==> config.mk <==
export PLATFORM = sky130hd
export DESIGN_NAME = galvani_frame_parser
export DESIGN_NICKNAME = d
export VERILOG_FILES = /design/src/rtl/galvani_frame_parser.sv
export SDC_FILE = /design/constraint.sdc
export NUM_CORES = 1
export LEC_CHECK = 0
export CAP_MARGIN = 40
export CORE_ASPECT_RATIO = 0.6
export CORE_MARGIN = 2
export CORE_UTILIZATION = 44
export CTS_CLUSTER_DIAMETER = 60
export DETAILED_ROUTE_END_ITERATION = 10
export HOLD_SLACK_MARGIN = 0.02
export PLACE_DENSITY = 0.73
export SYNTH_ARGS = -nofsm -noshare
export SYNTH_HDL_FRONTEND = slang
export SYNTH_SLANG_ARGS = --single-unit
==> constraint.sdc <==
create_clock -name CLK -period 3.09 [get_ports CLK]
set_input_delay 0.618 -clock CLK [delete_from_list [all_inputs] [get_ports CLK]]
set_output_delay 0.618 -clock CLK [all_outputs]
set_load 0.005 [all_outputs]
==> src/rtl/galvani_frame_parser.sv <==
// galvani_frame_parser: locks onto sync-framed 8-byte parameter frames,
// validates the XOR checksum, queues good frames in a small FIFO and
// presents the head frame as registered parameter outputs on TX_START.
module galvani_frame_parser #(
   parameter int unsigned FIFO_DEPTH = 4,
   parameter int unsigned TIMEOUT    = 255,
   parameter logic [7:0]  SYNC_BYTE  = 8'hA5
) (
   input  logic       CLK,
   input  logic       RST,
   input  logic [7:0] BYTE_IN,
   input  logic       BYTE_VALID,
   input  logic       TX_START,
   output logic       MODE,
   output logic       BIAS_SEL,
   output logic [6:0] BIAS_AMP,
   output logic [4:0] ADDR,
   output logic [7:0] AMP0,
   output logic [7:0] AMP1,
   output logic [7:0] AMP2,
   output logic [7:0] AMP3,
   output logic       FIFO_FULL,
   output logic       FIFO_EMPTY,
   output logic       FRAME_ERR,
   output logic [7:0] ERR_CNT,
   output logic       UNDERRUN
);
   localparam int unsigned PW = (FIFO_DEPTH > 1) ? $clog2(FIFO_DEPTH) : 1;
   localparam int unsigned CW = PW + 1;
   localparam int unsigned IW = $clog2(TIMEOUT + 1);
   // frame word: [45] mode, [44] bias_sel, [43:39] addr, [38:32] bias_amp,
   // [31:24] amp0, [23:16] amp1, [15:8] amp2, [7:0] amp3
   localparam int unsigned FW = 46;
   localparam logic [CW-1:0] DEPTH_C   = CW'(FIFO_DEPTH);
   localparam logic [IW-1:0] IDLE_LAST = IW'(TIMEOUT - 1);

   typedef enum logic [1:0] {S_HUNT, S_COLLECT, S_CHECK} state_t;

   state_t          state_q, state_d;
   logic [2:0]      idx_q, idx_d;
   logic [IW-1:0]   idle_q, idle_d;
   logic [FW-1:0]   shadow_q, shadow_d;
   logic [7:0]      csum_q, csum_d;
   logic [FW-1:0]   mem_q [FIFO_DEPTH];
   logic [FW-1:0]   mem_d [FIFO_DEPTH];
   logic [PW-1:0]   wr_ptr_q, wr_ptr_d, rd_ptr_q, rd_ptr_d;
   logic [CW-1:0]   cnt_q, cnt_d;
   logic [FW-1:0]   out_q, out_d;
   logic            ferr_q, ferr_d;
   logic [7:0]      err_cnt_q, err_cnt_d;
   logic            under_q, under_d;

   logic            wr_req, csum_err, tmo, pop, wr_ok, ovf;

   // Parser: hunt for sync, collect B1..B6 with running XOR, check B7; idle timeout aborts
   always_comb begin
      state_d  = state_q;
      idx_d    = idx_q;
      shadow_d = shadow_q;
      csum_d   = csum_q;
      wr_req   = 1'b0;
      csum_err = 1'b0;
      idle_d   = (state_q == S_HUNT || BYTE_VALID) ? '0 : idle_q + IW'(1);
      tmo      = (state_q != S_HUNT) && (idle_q == IDLE_LAST);
      if (tmo || state_q == S_HUNT) begin
         // a byte in the timeout cycle is judged as a fresh hunt byte
         state_d = S_HUNT;
         idle_d  = '0;
         if (BYTE_VALID && BYTE_IN == SYNC_BYTE) begin
            state_d = S_COLLECT;
            idx_d   = 3'd1;
            csum_d  = 8'h00;
         end
      end else if (BYTE_VALID) begin
         if (state_q == S_COLLECT) begin
            csum_d = csum_q ^ BYTE_IN;
            idx_d  = idx_q + 3'd1;
            case (idx_q)
               3'd1: begin
                  shadow_d[45:44] = BYTE_IN[7:6];
                  shadow_d[43:39] = BYTE_IN[4:0];
               end
               3'd2:    shadow_d[38:32] = BYTE_IN[6:0];
               3'd3:    shadow_d[31:24] = BYTE_IN;
               3'd4:    shadow_d[23:16] = BYTE_IN;
               3'd5:    shadow_d[15:8]  = BYTE_IN;
               default: shadow_d[7:0]   = BYTE_IN;
            endcase
            if (idx_q == 3'd6) state_d = S_CHECK;
         end else begin
            state_d = S_HUNT;
            if (BYTE_IN == csum_q) wr_req = 1'b1;
            else                   csum_err = 1'b1;
         end
      end
   end

   // Frame FIFO: write from the parser, pop on TX_START, no same-cycle bypass
   always_comb begin
      mem_d    = mem_q;
      wr_ptr_d = wr_ptr_q;
      rd_ptr_d = rd_ptr_q;
      cnt_d    = cnt_q;
      out_d    = out_q;
      pop      = TX_START && (cnt_q != '0);
      wr_ok    = wr_req && ((cnt_q != DEPTH_C) || pop);
      ovf      = wr_req && !wr_ok;
      if (wr_ok) begin
         mem_d[wr_ptr_q] = shadow_q;
         wr_ptr_d        = wr_ptr_q + PW'(1);
      end
      if (pop) begin
         out_d    = mem_q[rd_ptr_q];
         rd_ptr_d = rd_ptr_q + PW'(1);
      end
      if (wr_ok && !pop)      cnt_d = cnt_q + CW'(1);
      else if (!wr_ok && pop) cnt_d = cnt_q - CW'(1);
   end

   // Error pulse, saturating error count and sticky underrun flag
   always_comb begin
      ferr_d    = csum_err || tmo || ovf;
      err_cnt_d = err_cnt_q;
      if (ferr_d && err_cnt_q != 8'hFF) err_cnt_d = err_cnt_q + 8'd1;
      under_d   = under_q || (TX_START && cnt_q == '0);
   end

   // Control and output registers with synchronous active-low reset
   always_ff @(posedge CLK) begin
      if (!RST) begin
         state_q   <= S_HUNT;
         idx_q     <= 3'd0;
         idle_q    <= '0;
         wr_ptr_q  <= '0;
         rd_ptr_q  <= '0;
         cnt_q     <= '0;
         out_q     <= '0;
         ferr_q    <= 1'b0;
         err_cnt_q <= 8'h00;
         under_q   <= 1'b0;
      end else begin
         state_q   <= state_d;
         idx_q     <= idx_d;
         idle_q    <= idle_d;
         wr_ptr_q  <= wr_ptr_d;
         rd_ptr_q  <= rd_ptr_d;
         cnt_q     <= cnt_d;
         out_q     <= out_d;
         ferr_q    <= ferr_d;
         err_cnt_q <= err_cnt_d;
         under_q   <= under_d;
      end
   end

   // Data storage: shadow, checksum and FIFO memory need no reset
   always_ff @(posedge CLK) begin
      shadow_q <= shadow_d;
      csum_q   <= csum_d;
      mem_q    <= mem_d;
   end

   assign MODE       = out_q[45];
   assign BIAS_SEL   = out_q[44];
   assign ADDR       = out_q[43:39];
   assign BIAS_AMP   = out_q[38:32];
   assign AMP0       = out_q[31:24];
   assign AMP1       = out_q[23:16];
   assign AMP2       = out_q[15:8];
   assign AMP3       = out_q[7:0];
   assign FIFO_FULL  = (cnt_q == DEPTH_C);
   assign FIFO_EMPTY = (cnt_q == '0);
   assign FRAME_ERR  = ferr_q;
   assign ERR_CNT    = err_cnt_q;
   assign UNDERRUN   = under_q;

endmodule

Yosys cells after proc, flatten, opt, wreduce, memory -nomap -nowiden:

Cells that the tools add are included.
W data, S select, Z words.

* flip-flop bits (word level): 314
* input port bits: 12
* word-level logic and storage cells: 116
* output and inout port bits: 58

* mux-type cells: 29
* reductions and logical operators: 35
* equal/unequal tests: 15
* bitwise operators: 6
* add/sub/neg operators: 7
* $lt $le $gt $ge: 3

Operators with widths (count)
* $bwmux W184: 1
* $mux W46: 3
* $bmux W46 S2: 1
* $demux W46 S2: 1
* $mux W8: 4
* $reduce_and A4 Y1: 6
* $mux W3: 6
* $add A8 B1 Y8 const B: 2
* $eq A8 B8 Y1 const B: 2
* $eq A3 B3 Y1 const B: 4
* $logic_and A1 B1 Y1: 10
* $mux W1: 9
* $eq A8 B8 Y1: 1
* $mux W2: 4
* $ne A8 B8 Y1 const B: 1
* $reduce_bool A2 Y1: 4
* $xor A8 B8 Y8: 1
* $add A3 B1 Y3 const B: 2
* $eq A3 B2 Y1 const B: 2
* $ge A3 B3 Y1 const B: 2
* $logic_or A1 B1 Y1: 6
* $not A2 Y3: 2
* $reduce_or A5 Y1: 1
* $add A2 B1 Y2 const B: 2
* other kinds (15): 18

Logic depth before layout (Yosys ltp):

Gate-level depths: netlist (run 1).

* word-level depth: 10
* mapped depth: 12
* depth with buffers taken out: 12

Worst setup path after synthesis (run 1):

OpenSTA, ideal clock, no wires.

* path type: input to register
* start: input port BYTE_IN[2]
* end: register mem_q[0] (netlist name) (enable)
* slack: -0.049 ns
* buffers on the path: 0
* stages on the path: 5
* required time: 2.682 ns
* data arrival time: 2.731 ns
* setup time: 0.408 ns
* cells stage by stage: xnor2_2 -> nand4_1 -> or4b_4 -> nor2_4 -> and2_1

* cells in the longest elaborated chain, start to end: 6

Ends and longest elaborated chain
* start, declared: line 11 `input logic [7:0] BYTE_IN,`
* $eq A8 B8 Y1: line 92 `if (BYTE_IN == csum_q) wr_req = 1'b1;`
* $mux W1: line 92
* $mux W1: line 75 `if (state_q == S_COLLECT) begin`
* $mux W1: line 74 `end else if (BYTE_VALID) begin`
* $mux W1: line 65 `if (tmo || state_q == S_HUNT) begin`
* $logic_and A1 B1 Y1: line 106 `wr_ok = wr_req && ((cnt_q != DEPTH_C) || pop);`
* net wr_ok: line 53 `logic wr_req, csum_err, tmo, pop, wr_ok, ovf;`
* end signal, assigned: line 159 `mem_q <= mem_d;`
* end, declared: line 44 `logic [FW-1:0] mem_q [FIFO_DEPTH];`

The timed path passes the listed nets, and every way through them passes these cells.
A chain may end at the register's enable or synchronous reset.

Worst setup path in the final report (run 1):

* start: input port BYTE_IN[2]
* end: register cnt_q[2]

* cells in the longest elaborated chain, start to end: 9
* elaborated cells on any way between the ends: 11
* classes of those cells: 1 x eq/ne; 5 x mux; 5 x reduce/logical

Ends and longest elaborated chain
* $eq A8 B8 Y1 *: line 92
* $mux W1 *: line 92
* $mux W1 *: line 75
* $mux W1 *: line 74
* $mux W1 *: line 65
* $logic_and A1 B1 Y1 *: line 106
* net wr_ok: line 53
* $logic_not A1 Y1: line 117 `else if (!wr_ok && pop) cnt_d = cnt_q - CW'(1);`
* $logic_and A1 B1 Y1: line 117
* $reduce_bool A2 Y1 (no source line)
* end signal, assigned: line 147 `cnt_q <= cnt_d;`
* end, declared: line 47 `logic [CW-1:0] cnt_q, cnt_d;`

The timed path passes the listed nets; every way through them passes the cells marked *.

==> results.cfg, run 1 <==
[worst_setup_path]
critical-path-top-delay-family = simple AND/OR/NAND/NOR gates
end_kind = register
worstSetupPathType = in -> reg
cp.arrival_ps = 3470
crit_path_cell_trace = clkdlybuf4s50_1, buf_4, xnor2_4, nand4_1, or4b_4, nor2_4, ha_1, inv_1, fa_1, xor2_1, or3_1, a21boi_0
cp_slowest_cell = or4b_4
ff2ff_setup_slack_ps = 270
critPathLaunchType = input pin
path_buf_inv = 3
slowest_delay_ps = 570
cp_max_fo = 2
worstPathRequired_ps = 3550

[yosys]
yosys_most_used_dff = edfxtp_1
synth_nets = 720
synth_edf_count = 238
syn-mean-instance-area_sq_um = 16.8
synth.most_common_cell = edfxtp_1
async_reset_ff_share_pct = 0
ys_warn_count = 0
yosysTopAreaCell = edfxtp_1
synth-seq-cells = 314
synth_top_area_share_pct = 61.2
seq_area_frac_synth_pct = 74.2
synth_area_leaders = edfxtp_1 61%, dfxtp_1 13%, mux4_2 8.9%, nand2_1 3.4%, a21boi_0 2.1%
synthTopCellsByCount = 238 x edfxtp_1, 107 x nand2_1, 76 x dfxtp_1
netlist_area_sq_mm = 0.0117
synth_cell_types = 51
syn_inst = 694

[run_status]
outcome = finished, final reports clean

[floorplanning]
io_pins = 70
rows = 46
die_h_um = 130
die_w_um = 214
dieArea_sq_mm = 0.0279
core_region_area_sq_mm = 0.0262
start_util_pct = 44.5

[sta]
slew_viol_final = 0
grt_setup_unrepaired = no
max_freq_mhz = 333
fin_ws_ps = 86.8
timing.final.crit_share_pct = 97.2
setup_viol = 0
hold_viol_final = 0
worst_pin_slew_ps = 850
fin_crit_ps = 3000
fin_worst_skew_ps = 11.9
slew_headroom_pct = 42.7
tns_ps = 0

[global_route]
grt_pass1_vias = 6231
grt_start_max_net_pins = 59
antenna_found_initial = 0
grt_pass1_wl_um = 35500
grt_usage_pct = 16.6
overflow = 0

[place]
gp_congestion = 0.753
dp_hpwl_um = 14100
dp.cells = 1140
place_ws_ps = -476
port-buffer-count = 69

[finish]
nFillCells = 2112
layout-drive-gt1-share_pct = 18.2
stdcell_count = 1191
postLayoutCoreUtil_pct = 53.6
diodes = 0
finalNetCount = 836
area_growth_pct = 20.5

[route]
routed_wl_um = 22400
drt_pass1_iterations = 4
via_count = 6078
initialDrtViolationCount = 423
drc_errors = 0
ant_nets = 0
wl_per_cell_um = 18.8
viasPerCell = 5.10

[flow_run]
drv_cap = 0

[clock_tree]
cts_tree = done
clock_path_buffers = 3
clock_latency_ps = 550
clk_pin_slew_ps = 60
cts_sinks = 314
cts_buffers = 28
cts-root-buf = clkbuf_16
htreeDepth = 1

[worst_hold_path]
hold_path.class = in -> reg

[power]
peakVddDrop_v = 0.000358
p_leak_uw = 0.00452
power_density_mw_per_mm2 = 676
## registers in the layout, summed over array words and instances (netlist names)
signal	count
idx_q	3
state_q	2
FRAME_ERR	1
mem_q	184
wr_ptr_q	2
csum_q	8
cnt_q	3
rd_ptr_q	2
out_q	46
shadow_q	46
ERR_CNT	8
idle_q	8
UNDERRUN	1
## per-layer routing
metal,global-route usage (%),vias to the layer above,part of all wire (%)
met3,3.47,32,6.4
met1,23.9,3062,47
li1,-,2821,-
met4,3.23,0,1.7
met5,0,-,0
met2,26.5,163,45
## final timing paths
path | start | endpoint | depth (start not counted)
max | BYTE_IN[2] | cnt_q[2] | 12
min | RST | ERR_CNT[1] | 3
max reg2reg | idle_q[0] | cnt_q[2] | 12
min reg2reg | out_q[22] | out_q[22] | 2
## per-stage QoR
step,power [uW],instance area (sq um),hold WS (ps)
finish,9510,14100,448
floorplan,5590,11700,451
global route,9920,14100,447
CTS,9610,14100,430
detailed placement,6270,13200,448
global placement,6250,13200,446
## cell usage in the layout, fill, tap and decap left out, drive strengths merged, types with 6 or more instances in the layout
master         instances
nor2b                  8
dfxtp                 76
clkdlybuf4s50         68
and2                  10
buf                   47
nand2                108
o21ai                  6
nand3                  8
inv                   11
ha                    13
xor2                   6
mux4                  46
edfxtp               238
a21boi                52
xnor2                 14
nor2                  25
clkbuf                47
## power by group
| part | internal [uW] | leakage, uW | switching (uW) |
|---|---|---|---|
| clock network | 1930 | 0.000418 | 1440 |
| registers | 4690 | 0.00276 | 160 |
| logic | 701 | 0.00134 | 599 |
## worst min-delay path: cells and delay by family
| family | cells | cell delay, ps |
|---|---|---|
| compound gates | 1 | 50 |
| buf+inv | 1 | 180 |
| simple gates | 1 | 90 |
## what timing repair did
action,in CTS,in global routing
setup endpoints to repair,0,1
hold buffers,0,0
buffers inserted,0,0
hold endpoints to repair,0,0
gates resized for setup,0,2
## cells by family after synthesis
| family | count (synthesis) | synth area share [%] |
|---|---|---|
| compound gates | 72 | 4.44 |
| xor+xnor | 20 | 1.76 |
| fa+ha+maj | 14 | 1.56 |
| buf+inv | 40 | 1.46 |
| flops | 314 | 74.2 |
| mux | 48 | 9.04 |
| simple gates | 186 | 7.54 |
## layout make-up
| type | count | area (sq um) | share of cell area (%) |
|---|---|---|---|
| Timing Repair Buffer | 115 | 1170 | 8.28 |
| Sequential cell | 314 | 8670 | 61.6 |
| Tap cell | 360 | 450 | 3.20 |
| Clock buffer | 47 | 803 | 5.71 |
| Multi-Input combinational cell | 340 | 2880 | 20.4 |
| Inverter | 11 | 41.3 | 0.293 |
| Clock inverter | 4 | 68.8 | 0.489 |
Power figures use the tool's default switching activity.
==> inputs of run 2 (changes only) <==
--- a/config.mk
+++ b/config.mk
@@ -13,6 +13,7 @@
 export DETAILED_ROUTE_END_ITERATION = 10
 export HOLD_SLACK_MARGIN = 0.02
 export PLACE_DENSITY = 0.73
+export SLEW_MARGIN = 20
 export SYNTH_ARGS = -nofsm -noshare
 export SYNTH_HDL_FRONTEND = slang
 export SYNTH_SLANG_ARGS = --single-unit
==> constraint.sdc (replaced) <==
create_clock -name CLK -period 2.4 [get_ports CLK]
set_input_delay 0.48 -clock CLK [delete_from_list [all_inputs] [get_ports CLK]]
set_output_delay 0.48 -clock CLK [all_outputs]
set_load 0.005 [all_outputs]
==> run 2 against run 1 <==
Net effect: the flow now finishes with violations (negative setup slack); die area unchanged; via count increased by 5.4%; clock power increased by 42%; sequential power increased by 28%; count of clock-buffer cells in the layout decreased by 17; worst hold slack got worse by 120 ps; critical path type is now reg -> reg; largest cell class unchanged; highest routed layer unchanged.
==> results.cfg, run 2 (synthesis results as in run 1) <==
[run_status]
outcome = finished, violations left
violations = negative setup slack

[route]
routed_wl_um = 25700
via_count = 6404
drt_pass1_iterations = 5
wl_per_cell_um = 20.6
ant_nets = 0
drc_errors = 0
initialDrtViolationCount = 612
viasPerCell = 5.13

[sta]
fin_ws_ps = -314
timing.final.crit_share_pct = 113
hold_ws_ps = 324
worst_pin_slew_ps = 558
slew_viol_final = 0
slew_headroom_pct = 62.4
max_freq_mhz = 368
hold_viol_final = 0
grt_setup_unrepaired = yes
tns_ps = -43950
fin_crit_ps = 2710
setup_viol = 186
fin_worst_skew_ps = 12.6

[finish]
postLayoutCoreUtil_pct = 58.0
reg_top3 = mem_q (184), out_q (46), shadow_q (46)
mostFrequentLayoutCell = edfxtp_1
largest_register = mem_q
layout_common_cells = 238 x edfxtp_1, 107 x nand2_1, 73 x dfxtp_1, 64 x clkdlybuf4s50_1, 52 x buf_4
area_growth_pct = 30.2
diodes = 0
largest_reg_flops = 184
layout-drive-gt1-share_pct = 25.3
finalNetCount = 893
fin_area_sq_mm = 0.0152

[worst_setup_path]
critPathLaunchType = register
worstSetupPathType = reg -> reg
slowest_delay_ps = 580
cp_slowest_cell = or4b_4
end_kind = register
cp_max_fo = 6
crit_path_cell_trace = xnor2_4, nand4_1, or4b_4, nor2_4, buf_4, buf_6, buf_6, buf_12, and2_4, buf_12, clkbuf_16
cp.arrival_ps = 2970
critical-path-top-delay-family = simple AND/OR/NAND/NOR gates
path_buf_inv = 6
worstPathRequired_ps = 2660

[global_route]
grt_pass1_vias = 6285
grt_usage_pct = 17.8
grt_pass1_wl_um = 37400
grt_start_max_net_pins = 48
overflow = 0
antenna_found_initial = 0

[floorplanning]
start_util_pct = 44.5
die_h_um = 130
core_region_area_sq_mm = 0.0262
io_pins = 70
rows = 46
die_w_um = 214
dieArea_sq_mm = 0.0279

[clock_tree]
cts_tree = done
htreeDepth = 1
hold_buffers = 0
cts_buffers = 28
cts_sinks = 314
clk_pin_slew_ps = 70
cts-root-buf = clkbuf_16
clock_latency_ps = 540
clock_path_buffers = 3

[power]
total_power_uw = 12800
p_leak_uw = 0.00505
power_density_mw_per_mm2 = 839
peakVddDrop_v = 0.000487

[flow_run]
drv_cap = 0

[place]
gp_congestion = 0.799
dp_hpwl_um = 14000
placed_area_sq_mm = 0.0133
port-buffer-count = 69

[worst_hold_path]
hold_path.class = in -> reg
## run 2: cell types whose count changed in the layout (fill, tap and decap cells not counted), sizes merged
cell	before	now
buf	47	92
dlygate4sd2	0	3
dlymetal6s2s	0	1
clkbuf	47	42
clkinvlp	0	3
bufinv	2	6
clkinv	2	12
clkdlybuf4s50	68	64
## run 2: power breakdown
group / switching (uW) / total [uW] / leakage [uW] / internal (uW)
combinational: 821 / 1780 / 0.00182 / 963
sequential: 166 / 6200 / 0.00276 / 6040
clock: 1940 / 4780 / 0.000472 / 2840
total: 2930 / 12800 / 0.00505 / 9840
## run 2: repair_timing
item | CTS | global route
buffers inserted | 15 | 11
cloned | 9 | 13
setup endpoints to repair | 179 | 187
pin swaps | 7 | 3
gates resized for setup | 26 | 14
## run 2: layout make-up
type	instances	area, sq um
fillers	1992	11000
flip-flops and latches	314	8670
clock buffers	30	729
multi-input cells	340	2930
repair buffers	172	2130
inverters	11	41.3
well taps	360	450
clock inverters	21	260
## run 2: path summary, 6_finish.rpt
| path | start | endpoint | slack, ps | cells after the start |
|---|---|---|---|---|
| max | csum_q[5] | mem_q[151] | -310 | 11 |
| min | RST | ERR_CNT[1] | 320 | 3 |
| max reg2reg | csum_q[5] | mem_q[151] | -310 | 11 |
| min reg2reg | out_q[17] | out_q[17] | 450 | 2 |
## run 2: worst register-to-register path, stage by stage (launching register included)
cell       delay, ps
edfxtp_1         470
xnor2_4          230
nand4_1          120
or4b_4           580
nor2_4           130
buf_4            130
buf_6             80
buf_6            100
buf_12           100
and2_4           170
buf_12           160
clkbuf_16        170
## run 2: per-stage QoR
step,cells,worst slack [ps]
global route,1248,-392
floorplan,694,-233
detailed placement,1153,-878
global placement,1153,-864
finish,1248,-314
CTS,1228,-273
## run 2: layer usage
metal / vias to the layer above / wire length, um / track usage, %
met3: 34 / 1660 / 3.50
li1: 2954 / - / -
met2: 188 / 11900 / 28.9
met1: 3228 / 11700 / 25.3
met4: 0 / 438 / 3.80
met5: - / 0 / 0
==> inputs of run 3 (changes only) <==
--- a/config.mk
+++ b/config.mk
@@ -12,7 +12,7 @@
 export CTS_CLUSTER_DIAMETER = 60
 export DETAILED_ROUTE_END_ITERATION = 10
 export HOLD_SLACK_MARGIN = 0.02
-export PLACE_DENSITY = 0.73
+export PLACE_DENSITY = 0.71
 export SLEW_MARGIN = 20
 export SYNTH_ARGS = -nofsm -noshare
 export SYNTH_HDL_FRONTEND = slang
==> run 3 against run 2 <==
Net effect: the run still ends with negative setup slack left; via count shrank 0.61%; critical endpoint is now cnt_q[2]; largest cell class unchanged; combinational power rose by 3%; worst hold slack lost 79 ps; count of clock-buffer cells in the layout is 13 higher; setup slack better by 82 ps; maximum frequency is 3.1% higher; die area unchanged; sequential cell count unchanged; first-iteration DRC count decreased by 2.6%; non-clock buffer count shrank 22; highest routed layer unchanged; register-to-register slack better by 80 ps.
==> results.cfg, run 3 (synthesis results as in run 1) <==
[finish]
fin_area_sq_mm = 0.0148
layout-drive-gt1-share_pct = 23.2
reg_top3 = mem_q (184), out_q (46), shadow_q (46)
mostFrequentLayoutCell = edfxtp_1
nFillCells = 2053
diodes = 0
largest_register = mem_q
area_growth_pct = 26.3
finalNetCount = 871
layout_common_cells = 238 x edfxtp_1, 107 x nand2_1, 73 x dfxtp_1, 65 x clkdlybuf4s50_1
largest_reg_flops = 184

[sta]
slew_headroom_pct = 54.1
timing.final.crit_share_pct = 110
hold_viol_final = 0
fin_worst_skew_ps = 20.1
max_freq_mhz = 380
tns_ps = -3320
hold_ws_ps = 245
slew_viol_final = 0
setup_viol = 102
grt_setup_unrepaired = yes
fin_crit_ps = 2630
fin_ws_ps = -232
worst_pin_slew_ps = 682

[clock_tree]
clk_pin_slew_ps = 70
clock_latency_ps = 560
cts-root-buf = clkbuf_16
cts_sinks = 314
clock_path_buffers = 3
htreeDepth = 1
cts_buffers = 28
cts_tree = done

[global_route]
antenna_found_initial = 2
grt_start_max_net_pins = 48
grt_pass1_wl_um = 36200
grt_usage_pct = 17.1
grt_pass1_vias = 6259
overflow = 0

[place]
gp_congestion = 0.773
port-buffer-count = 69
placed_area_sq_mm = 0.0133
dp_hpwl_um = 14400

[worst_setup_path]
slowest_delay_ps = 570
cp.arrival_ps = 3110
cp_slowest_cell = or4b_4
cp_max_fo = 2
worstPathRequired_ps = 2870
crit_path_cell_trace = xnor2_2, nand4_1, or4b_4, nor2_4, ha_4, inv_2, fa_2, xor2_1, or3_1, a21boi_1
critPathLaunchType = register
path_buf_inv = 1
critical-path-top-delay-family = simple AND/OR/NAND/NOR gates
end_kind = register
worstSetupPathType = reg -> reg

[floorplanning]
die_h_um = 130
io_pins = 70
core_region_area_sq_mm = 0.0262
die_w_um = 214
rows = 46
start_util_pct = 44.5
dieArea_sq_mm = 0.0279

[flow_run]
drv_cap = 0

[power]
p_sw_uw = 2940
peakVddDrop_v = 0.000556
p_int_uw = 9510
p_leak_uw = 0.00485
switching_share_pct = 23.6
share_seq_of_total_power_pct = 49.8
power_density_mw_per_mm2 = 844
pwr-share-comb_pct = 14.7
p_clk_share_pct = 35.5
total_power_uw = 12500

[route]
wl_met3_um = 1740
wl_met1_um = 10900
wl_met2_um = 12300
ant_nets = 0
initialDrtViolationCount = 596
via_count = 6365
drc_errors = 0
viasPerCell = 5.19
routed_wl_um = 25500
wl_per_cell_um = 20.8
drt_pass1_iterations = 5
top_layer = met4

[run_status]
violations = negative setup slack
outcome = finished, violations left

[worst_hold_path]
hold_path.class = in -> reg
[run 3: worst paths after layout]
check                           depth (start not counted)         end  slack [ps]       from
worst max register to register                         10    cnt_q[2]        -230  csum_q[6]
worst min register to register                          2   out_q[16]         450  out_q[16]
worst max-delay path                                   10    cnt_q[2]        -230  csum_q[6]
worst min-delay path                                    2  ERR_CNT[6]         250        RST
[run 3: power by group through the flow]
stage                     logic, uW  clock network [uW]  registers (uW)
after floorplan                 905                   0            6310
after global placement         1830                   0            6320
after detailed placement       1850                   0            6330
after CTS                      1860                4490            6210
after global routing           2010                4690            6240
final                          1830                4410            6200
[run 3: metal layers]
layer / track usage [%] / vias up
met2: 28.3 / 227
met3: 3.75 / 41
li1: - / 2912
met5: 0 / -
met1: 23.5 / 3185
met4: 4.08 / 0
[run 3: cell type report]
| cell class | instances | area [sq um] | share of cell area, % |
|---|---|---|---|
| sequential | 314 | 8670 | 58.8 |
| multi-input combinational | 340 | 2920 | 19.8 |
| timing repair buffer | 150 | 1780 | 12.0 |
| clock buffer | 43 | 787 | 5.33 |
| tap | 360 | 450 | 3.05 |
| clock inverter | 9 | 110 | 0.746 |
| inverter | 11 | 41.3 | 0.280 |
[run 3: metrics by stage]
stage | instances | worst slack, ps | util, %
after CTS | 1213 | -211 | 54.8
after floorplan | 694 | -233 | -
after detailed placement | 1156 | -926 | 50.6
after global placement | 1156 | -893 | 50.6
final | 1227 | -232 | 56.2
after global routing | 1227 | -339 | 56.2
[run 3: what timing repair did]
action / CTS / global route
gates cloned: 4 / 13
endpoints found under the setup margin: 185 / 186
hold buffers: 0 / 0
buffers inserted: 1 / 3
pin swaps: 9 / 4
gates resized for setup: 25 / 9
[run 3: worst reg2reg max path, stage by stage (launching register included)]
cell and delay [ps]:
edfxtp_1 430, xnor2_2 200, nand4_1 120, or4b_4 570
nor2_4 140, ha_4 150, inv_2 40, fa_2 340
xor2_1 160, or3_1 310, a21boi_1 120
